**src/rtl/axi_rtio_write_slave.sv**
```systemverilog
// AXI4 write-only slave for the RTIO command window: data-window beats become a 128-bit
// command stream, control-window writes raise a one-cycle restart pulse.
module axi_rtio_write_slave #(
    parameter int unsigned            ADDR_WIDTH  = 12,
    parameter logic [ADDR_WIDTH-1:0] DATA_OFFSET = 'h000,
    parameter logic [ADDR_WIDTH-1:0] CTRL_OFFSET = 'h004
) (
    input  logic                  s_axi_aclk,
    input  logic                  s_axi_areset,

    input  logic [ADDR_WIDTH-1:0] s_axi_awaddr,
    input  logic [7:0]            s_axi_awlen,
    input  logic [1:0]            s_axi_awburst,
    input  logic                  s_axi_awvalid,
    output logic                  s_axi_awready,

    input  logic [127:0]          s_axi_wdata,
    input  logic [15:0]           s_axi_wstrb,
    input  logic                  s_axi_wlast,
    input  logic                  s_axi_wvalid,
    output logic                  s_axi_wready,

    output logic [1:0]            s_axi_bresp,
    output logic                  s_axi_bvalid,
    input  logic                  s_axi_bready,

    output logic [127:0]          m_cmd_tdata,
    output logic                  m_cmd_tvalid,
    input  logic                  m_cmd_tready,

    output logic                  restart_pulse,
    output logic [15:0]           drop_count
);

    typedef enum logic [1:0] {StIdle, StData, StResp} state_e;

    state_e                  state_q, state_d;
    logic [ADDR_WIDTH-1:0]   addr_q, addr_d;
    logic [7:0]              beats_q, beats_d;
    logic                    err_q, err_d;
    logic [127:0]            tdata_q, tdata_d;
    logic                    tvalid_q, tvalid_d;
    logic                    restart_q, restart_d;
    logic [15:0]             drop_q, drop_d;

    logic win_data;
    logic win_ctrl;
    logic last_beat;

    // Address is never incremented, so FIXED and INCR behave identically.
    logic unused_awburst;
    assign unused_awburst = ^s_axi_awburst;

    assign win_data  = (addr_q == DATA_OFFSET);
    assign win_ctrl  = (addr_q == CTRL_OFFSET);
    assign last_beat = (beats_q == 8'd0);

    always_comb begin
        state_d       = state_q;
        addr_d        = addr_q;
        beats_d       = beats_q;
        err_d         = err_q;
        tdata_d       = tdata_q;
        tvalid_d      = tvalid_q;
        restart_d     = 1'b0;
        drop_d        = drop_q;
        s_axi_awready = 1'b0;
        s_axi_wready  = 1'b0;
        s_axi_bvalid  = 1'b0;

        if (tvalid_q && m_cmd_tready) begin
            tvalid_d = 1'b0;
        end

        unique case (state_q)
            StIdle: begin
                s_axi_awready = 1'b1;
                if (s_axi_awvalid) begin
                    addr_d  = s_axi_awaddr;
                    beats_d = s_axi_awlen;
                    err_d   = 1'b0;
                    state_d = StData;
                end
            end
            StData: begin
                // Only the data window is throttled by the command stream.
                s_axi_wready = win_data ? (!tvalid_q || m_cmd_tready) : 1'b1;
                if (s_axi_wvalid && s_axi_wready) begin
                    if (s_axi_wlast != last_beat) begin
                        err_d = 1'b1;
                    end
                    if (win_data) begin
                        if (&s_axi_wstrb) begin
                            tdata_d  = s_axi_wdata;
                            tvalid_d = 1'b1;
                        end else begin
                            err_d = 1'b1;
                            if (drop_q != 16'hFFFF) begin
                                drop_d = drop_q + 16'd1;
                            end
                        end
                    end else if (win_ctrl) begin
                        restart_d = s_axi_wstrb[0] & s_axi_wdata[0];
                    end else begin
                        err_d = 1'b1;
                    end
                    if (last_beat) begin
                        state_d = StResp;
                    end else begin
                        beats_d = beats_q - 8'd1;
                    end
                end
            end
            StResp: begin
                s_axi_bvalid = 1'b1;
                if (s_axi_bready) begin
                    state_d = StIdle;
                end
            end
            default: state_d = StIdle;
        endcase
    end

    always_ff @(posedge s_axi_aclk) begin
        if (s_axi_areset) begin
            state_q   <= StIdle;
            addr_q    <= '0;
            beats_q   <= '0;
            err_q     <= 1'b0;
            tdata_q   <= '0;
            tvalid_q  <= 1'b0;
            restart_q <= 1'b0;
            drop_q    <= '0;
        end else begin
            state_q   <= state_d;
            addr_q    <= addr_d;
            beats_q   <= beats_d;
            err_q     <= err_d;
            tdata_q   <= tdata_d;
            tvalid_q  <= tvalid_d;
            restart_q <= restart_d;
            drop_q    <= drop_d;
        end
    end

    assign s_axi_bresp   = (state_q == StResp && err_q) ? 2'b10 : 2'b00;
    assign m_cmd_tdata   = tdata_q;
    assign m_cmd_tvalid  = tvalid_q;
    assign restart_pulse = restart_q;
    assign drop_count    = drop_q;

endmodule

```
**config.mk**
```make
export PLATFORM = sky130hd
export DESIGN_NAME = axi_rtio_write_slave
export DESIGN_NICKNAME = d
export VERILOG_FILES = /design/src/rtl/axi_rtio_write_slave.sv
export SDC_FILE = /design/constraint.sdc
export NUM_CORES = 1
export LEC_CHECK = 0
export BUFFER_PORTS_ARGS = -buffer_cell sky130_fd_sc_hd__buf_2
export CORE_AREA = 2 2 126 128
export DETAILED_ROUTE_END_ITERATION = 7
export DIE_AREA = 0 0 128 130
export GPL_ROUTABILITY_DRIVEN = 0
export PLACE_DENSITY_LB_ADDON = 0.1
export SLEW_MARGIN = 5
export SYNTH_ARGS = -nofsm -noshare
export SYNTH_HDL_FRONTEND = slang
export SYNTH_SLANG_ARGS = --single-unit
```
**constraint.sdc**
```tcl
create_clock -name s_axi_aclk -period 3.74 [get_ports s_axi_aclk]
set_input_delay 0.748 -clock s_axi_aclk [delete_from_list [all_inputs] [get_ports s_axi_aclk]]
set_output_delay 0.748 -clock s_axi_aclk [all_outputs]
set_load 0.1 [all_outputs]
```
# Yosys cells after proc, flatten, opt, wreduce, memory -nomap -nowiden
# Index checks and enable logic that the tools add are counted.
[totals]
regBits = 169
inputBits = 173
output_inout_bits = 151
elab_cells = 68
[classes]
n_addsub = 2
eq_ne = 10
mux = 26
bitwise = 5
reduce_logical = 17
[ops]
columns = ["op", "count"]
rows = [
  ["two-way mux 8 bit", 3],
  ["AND reduction 19 bit", 1],
  ["adder 16 x 1 -> 16 bit, second input constant", 1],
  ["!= test 16 bit, second input constant", 1],
  ["case mux 8 bit (2 select lines)", 1],
  ["AND reduction 16 bit", 1],
  ["two-way mux 1 bit", 15],
  ["equality test 12 x 3 -> 1 bit, second input constant", 1],
  ["zero test 12 bit", 1],
  ["two-way mux 2 bit", 5],
  ["!= test 2 bit, second input constant", 5],
  ["zero test 8 bit", 1],
  ["AND reduction 4 bit", 2],
  ["subtractor 8 x 1 -> 8 bit, second input constant", 1],
  ["case mux 2 bit (3 select lines)", 1],
  ["AND reduction 5 bit", 1],
  ["OR reduction 5 bit", 1],
  ["inverter 1 bit", 4],
  ["logical AND 1 bit", 3],
  ["AND reduction 3 bit", 1],
  ["equality test 2 x 1 -> 1 bit, second input constant", 1],
  ["equality test 2 bit, second input constant", 1],
  ["zero test 2 bit", 1],
  ["case mux 1 bit (2 select lines)", 1],
  ["6 further kinds", 6],
]

# Depth between registers and ports, before layout
[logic_depth]
word_depth = 7
mapped_depth = 8
ltp_nobuf = 7

# Worst setup path after synthesis
# No wires, ideal clock.
[synth_timing]
path_kind = "reg2out"
start = "reg state_q[1]"
end = "out s_axi_bresp[1]"
arrival_ns = 2.664
t_required_ns = 2.992
path_slack_ns = 0.328
path_stages_with_launch = 3
path_buffers = 0
path_cell_list = "dfxtp_1 > nor2b_1 > and2_1"
[synth_via]
elab_chain_len = 3
[synth_rtl]
columns = ["element", "line", "source"]
rows = [
  ["start: declaration", "37", "state_e state_q, state_d;"],
  ["start signal: assignment", "126", "state_q <= StIdle;"],
  ["start signal: assignment", "135", "state_q <= state_d;"],
  ["equality test 2 bit", "146", "assign s_axi_bresp = (state_q == StResp && err_q) ? 2'b10 : 2'b00;"],
  ["logical AND 1 bit", "146", ""],
  ["two-way mux 2 bit", "146", ""],
  ["end: declaration", "23", "output logic [1:0] s_axi_bresp,"],
]
# No other way between the ends.

# Final worst setup path
[layout_timing]
start = "in s_axi_wstrb[14]"
end = "reg tdata_q[94] (netlist: m_cmd_tdata[94])"
[layout_via]
elab_chain_len = 1
[layout_rtl]
columns = ["element", "line", "source"]
rows = [
  ["start: declaration", "18", "input logic [15:0] s_axi_wstrb,"],
  ["AND reduction 19 bit (no source line)", "-", ""],
  ["end signal: assignment", "139", "tdata_q <= tdata_d;"],
  ["end: declaration", "41", "logic [127:0] tdata_q, tdata_d;"],
]
# No other way between the ends.
# A chain may end at the register's enable or synchronous reset.

==> metrics.md <==
| Metric | Value |
|---|---|
| Post-DP HPWL | `13,300 um` |
| Via count | `6,370` |
| CP top delay family | `simple AND/OR/NAND/NOR gates` |
| Power per cell area | `467 nW/um^2` |
| Routed WL per cell | `14.6 um` |
| WP buf/inv | `2` |
| Yosys warnings | `0` |
| Least-Margin Pin Slew | `0.961 ns` |
| Setup TNS Final | `0 ns` |
| Part of the power in the clock network | `46.1%` |
| CTS sink count | `169` |
| Starting Density | `42.1%` |
| Max FO, Critical Path | `72` |
| Register area share after synthesis | `52.1%` |
| Fin Clk Skew | `0.00878 ns` |
| M1 wire length | `8300 um` |
| First-pass DRT Iterations | `4` |
| Core Util, Final | `56.4%` |
| Die area | `16,600 um^2` |
| WL met2 | `9240 um` |
| # resized after CTS | `0` |
| Post-route clock period utilization | `74.2%` |
| Min Tclk post-route | `2.77 ns` |
| Final Hold Fails | `0` |
| Layout cells sized above 1 | `32.4%` |
| Final Power | `0.00406 W` |
| Drt total wl | `19,100 um` |
| Clock Path Buffers | `2` |
| Syn_nets | `993` |
| Clock latency on the worst-skew pair | `0.43 ns` |
| H-Tree Depth | `4` |
| Number of synthesized flops with an enable pin | `0` |
| Initial antenna violation count | `3` |
| Routed met3 length | `1340 um` |
| CP Cell Sequence | `buf_2 > nand4_1 > or4_1 > or3b_4 > buf_12 > nand2_1 > a21oi_1` |
| Status | `finished, final reports clean` |
| Worst setup EP type | `register` |
| Unrepaired setup endpoints after global routing | `no` |
| Sequential power share | `45.5%` |
| CTS Buf Count | `17` |
| # Post-CTS Setup Buffers | `0` |
| Post-DRT Antenna Nets | `0` |
| Fin. max-slew vios | `0` |
| Core area | `15,400 um^2` |
| Vias per cell | `4.86` |
| Die height | `130 um` |
| Yosys reg bits | `169` |
| Asr flop ratio synth | `0%` |
| Startpoint Class | `input pin` |
| Fin nets | `1,280` |
| Vias in the first global route | `5,434` |
| CTS tree | `yes` |
| GR Overflow Total | `0` |
| Worst EP required | `4.00 ns` |
| Uppermost layer routed | `met4` |
| Area of the mapped netlist | `6490 um^2` |
| Switching power | `0.000982 W` |
| First-pass GRT wire length | `28,500 um` |
| Synthesized area per cell | `7.95 um^2` |
| Fmax | `360 MHz` |
| Largest net degree at the start of global routing | `128` |
| IO Count | `324` |
| Final setup vio count | `0` |
| Worst vdd ir | `0.281 mV` |
| Leakage power | `3.76 nW` |
| Crit Path Class | `in2reg` |
| Num rows | `46` |
| Residual DRC | `0` |
| Worst-path clk slew | `0.07 ns` |
| Overall routing resource usage | `21.6%` |
| Power Internal | `0.00308 W` |
| Main synth FF type | `dfxtp_1` |
| Max-cap viol count | `0` |
| Post-synth cell types | `40` |
| Gate power share | `8.4%` |
| DR iter-0 viols | `444` |
| Cells after synthesis | `817` |
| Fillers | `1,562` |
| Slew Limit Headroom | `35.9%` |
| Hold WC Path Type | `reg2reg` |
| DIE WIDTH | `128 um` |
| IO Port Bufs | `320` |
| CTS root buf | `clkbuf_16` |
| Hold buffer count at CTS | `0` |
| CP arrival | `3.04 ns` |
| Switching portion of total power | `24.2%` |
| Slowest CP cell | `or4_1` |
| Area Growth Syn to Fin | `33.9%` |
| Crit-path max cell delay | `0.75 ns` |
==> metrics by stage <==
step                      area [um^2]  instances  setup slack, ns  hold WS (ns)
after floorplan                  6490        817            0.328         0.436
after global placement           8070       1277            0.558         0.439
after detailed placement         8070       1277            0.543         0.443
after CTS                        8690       1308            0.982         0.452
after global routing             8690       1309            0.827         0.467
final                            8700       1311            0.965         0.450
==> placed cells by master, fill, tap and decap left out, types with 4 or more instances in the layout <==
master | netlist | routed
buf_2 | 16 | 319
nand2_1 | 287 | 287
dfxtp_1 | 169 | 169
a21oi_1 | 167 | 167
o21ai_0 | 20 | 20
clkbuf_16 | 0 | 17
nor2_1 | 13 | 13
nand4_1 | 12 | 12
or3_1 | 10 | 10
or4_1 | 9 | 9
nand3_1 | 8 | 8
o31ai_1 | 8 | 8
nor3_1 | 7 | 7
inv_1 | 6 | 6
nor4_1 | 6 | 6
nor2b_1 | 5 | 5
o31a_1 | 4 | 4
bufinv_16 | 0 | 4
buf_4 | 3 | 4
==> flip-flops by register name (all words and copies together) (netlist names) <==
| signal | cells |
|---|---|
| m_cmd_tdata | 128 |
| addr_q | 12 |
| m_cmd_tvalid | 1 |
| beats_q | 8 |
| restart_pulse | 1 |
| drop_count | 16 |
| state_q | 2 |
| err_q | 1 |
==> layout make-up <==
class	instances	area, um^2	share of cell area (%)
clock inverters	14	196	2.26
clock buffers	17	425	4.89
diodes	3	7.51	0.0863
repair buffers	325	1670	19.2
flip-flops and latches	169	3380	38.9
multi-input cells	585	2750	31.7
inverters	6	22.5	0.259
well taps	192	240	2.76
==> power by group through the flow <==
stage	combinational, W	clock, W	sequential [W]
finish	0.000342	0.00187	0.00185
global route	0.000380	0.00197	0.00185
CTS	0.000343	0.00190	0.00185
detailed placement	0.000340	0	0.00189
global placement	0.000342	0	0.00189
floorplan	0.000207	0	0.00189
==> Yosys cell counts, types with 7 or more instances <==
master	instances	area [um^2]
nand2_1	287	1080
dfxtp_1	169	3380
a21oi_1	167	836
clkbuf_1	25	93.8
o21ai_0	20	100
buf_2	16	80.1
buf_6	13	146
nor2_1	13	48.8
nand4_1	12	75.1
or3_1	10	62.6
or4_1	9	67.6
nand3_1	8	40.0
o31ai_1	8	60.1
nor3_1	7	35.0
==> per-layer routing <==
metal | vias to the layer above | GRT usage (%)
li1 | 3305 | -
met1 | 2839 | 26.7
met2 | 207 | 36.5
met3 | 19 | 6.85
met4 | 0 | 6.59
met5 | - | 0
==> worst register-to-register path, delay by kind of cell (launching register included) <==
family | cells | cell delay (ns)
AO/OA/AOI/OAI | 1 | 0.07
buffers and inverters | 1 | 0.30
flip-flops | 1 | 0.31
AND/OR/NAND/NOR | 4 | 1.68
==> logic make-up after synthesis <==
logic type      count (synthesis)  synth area share, %
compound gates                204                 16.5
xor+xnor                        3                0.405
fa+ha+maj                       3                0.578
buf+inv                        63                 5.63
flops                         169                 52.1
mux                             1                0.154
other cells                     1               0.0577
simple gates                  373                 24.5
==> path summary, 6_finish.rpt <==
| check | from | cells past startpoint | slack (ns) | end |
|---|---|---|---|---|
| hold / removal | m_cmd_tdata[86]$_SDFFE_PP0P_ | 2 | 0.45 | m_cmd_tdata[86]$_SDFFE_PP0P_ |
| setup / recovery | s_axi_wstrb[14] | 7 | 0.97 | m_cmd_tdata[94]$_SDFFE_PP0P_ |
| hold reg to reg | m_cmd_tdata[86]$_SDFFE_PP0P_ | 2 | 0.45 | m_cmd_tdata[86]$_SDFFE_PP0P_ |
| setup reg to reg | addr_q[5]$_SDFFE_PP0P_ | 6 | 1.23 | m_cmd_tdata[94]$_SDFFE_PP0P_ |
(Power assumes the default switching activity.)
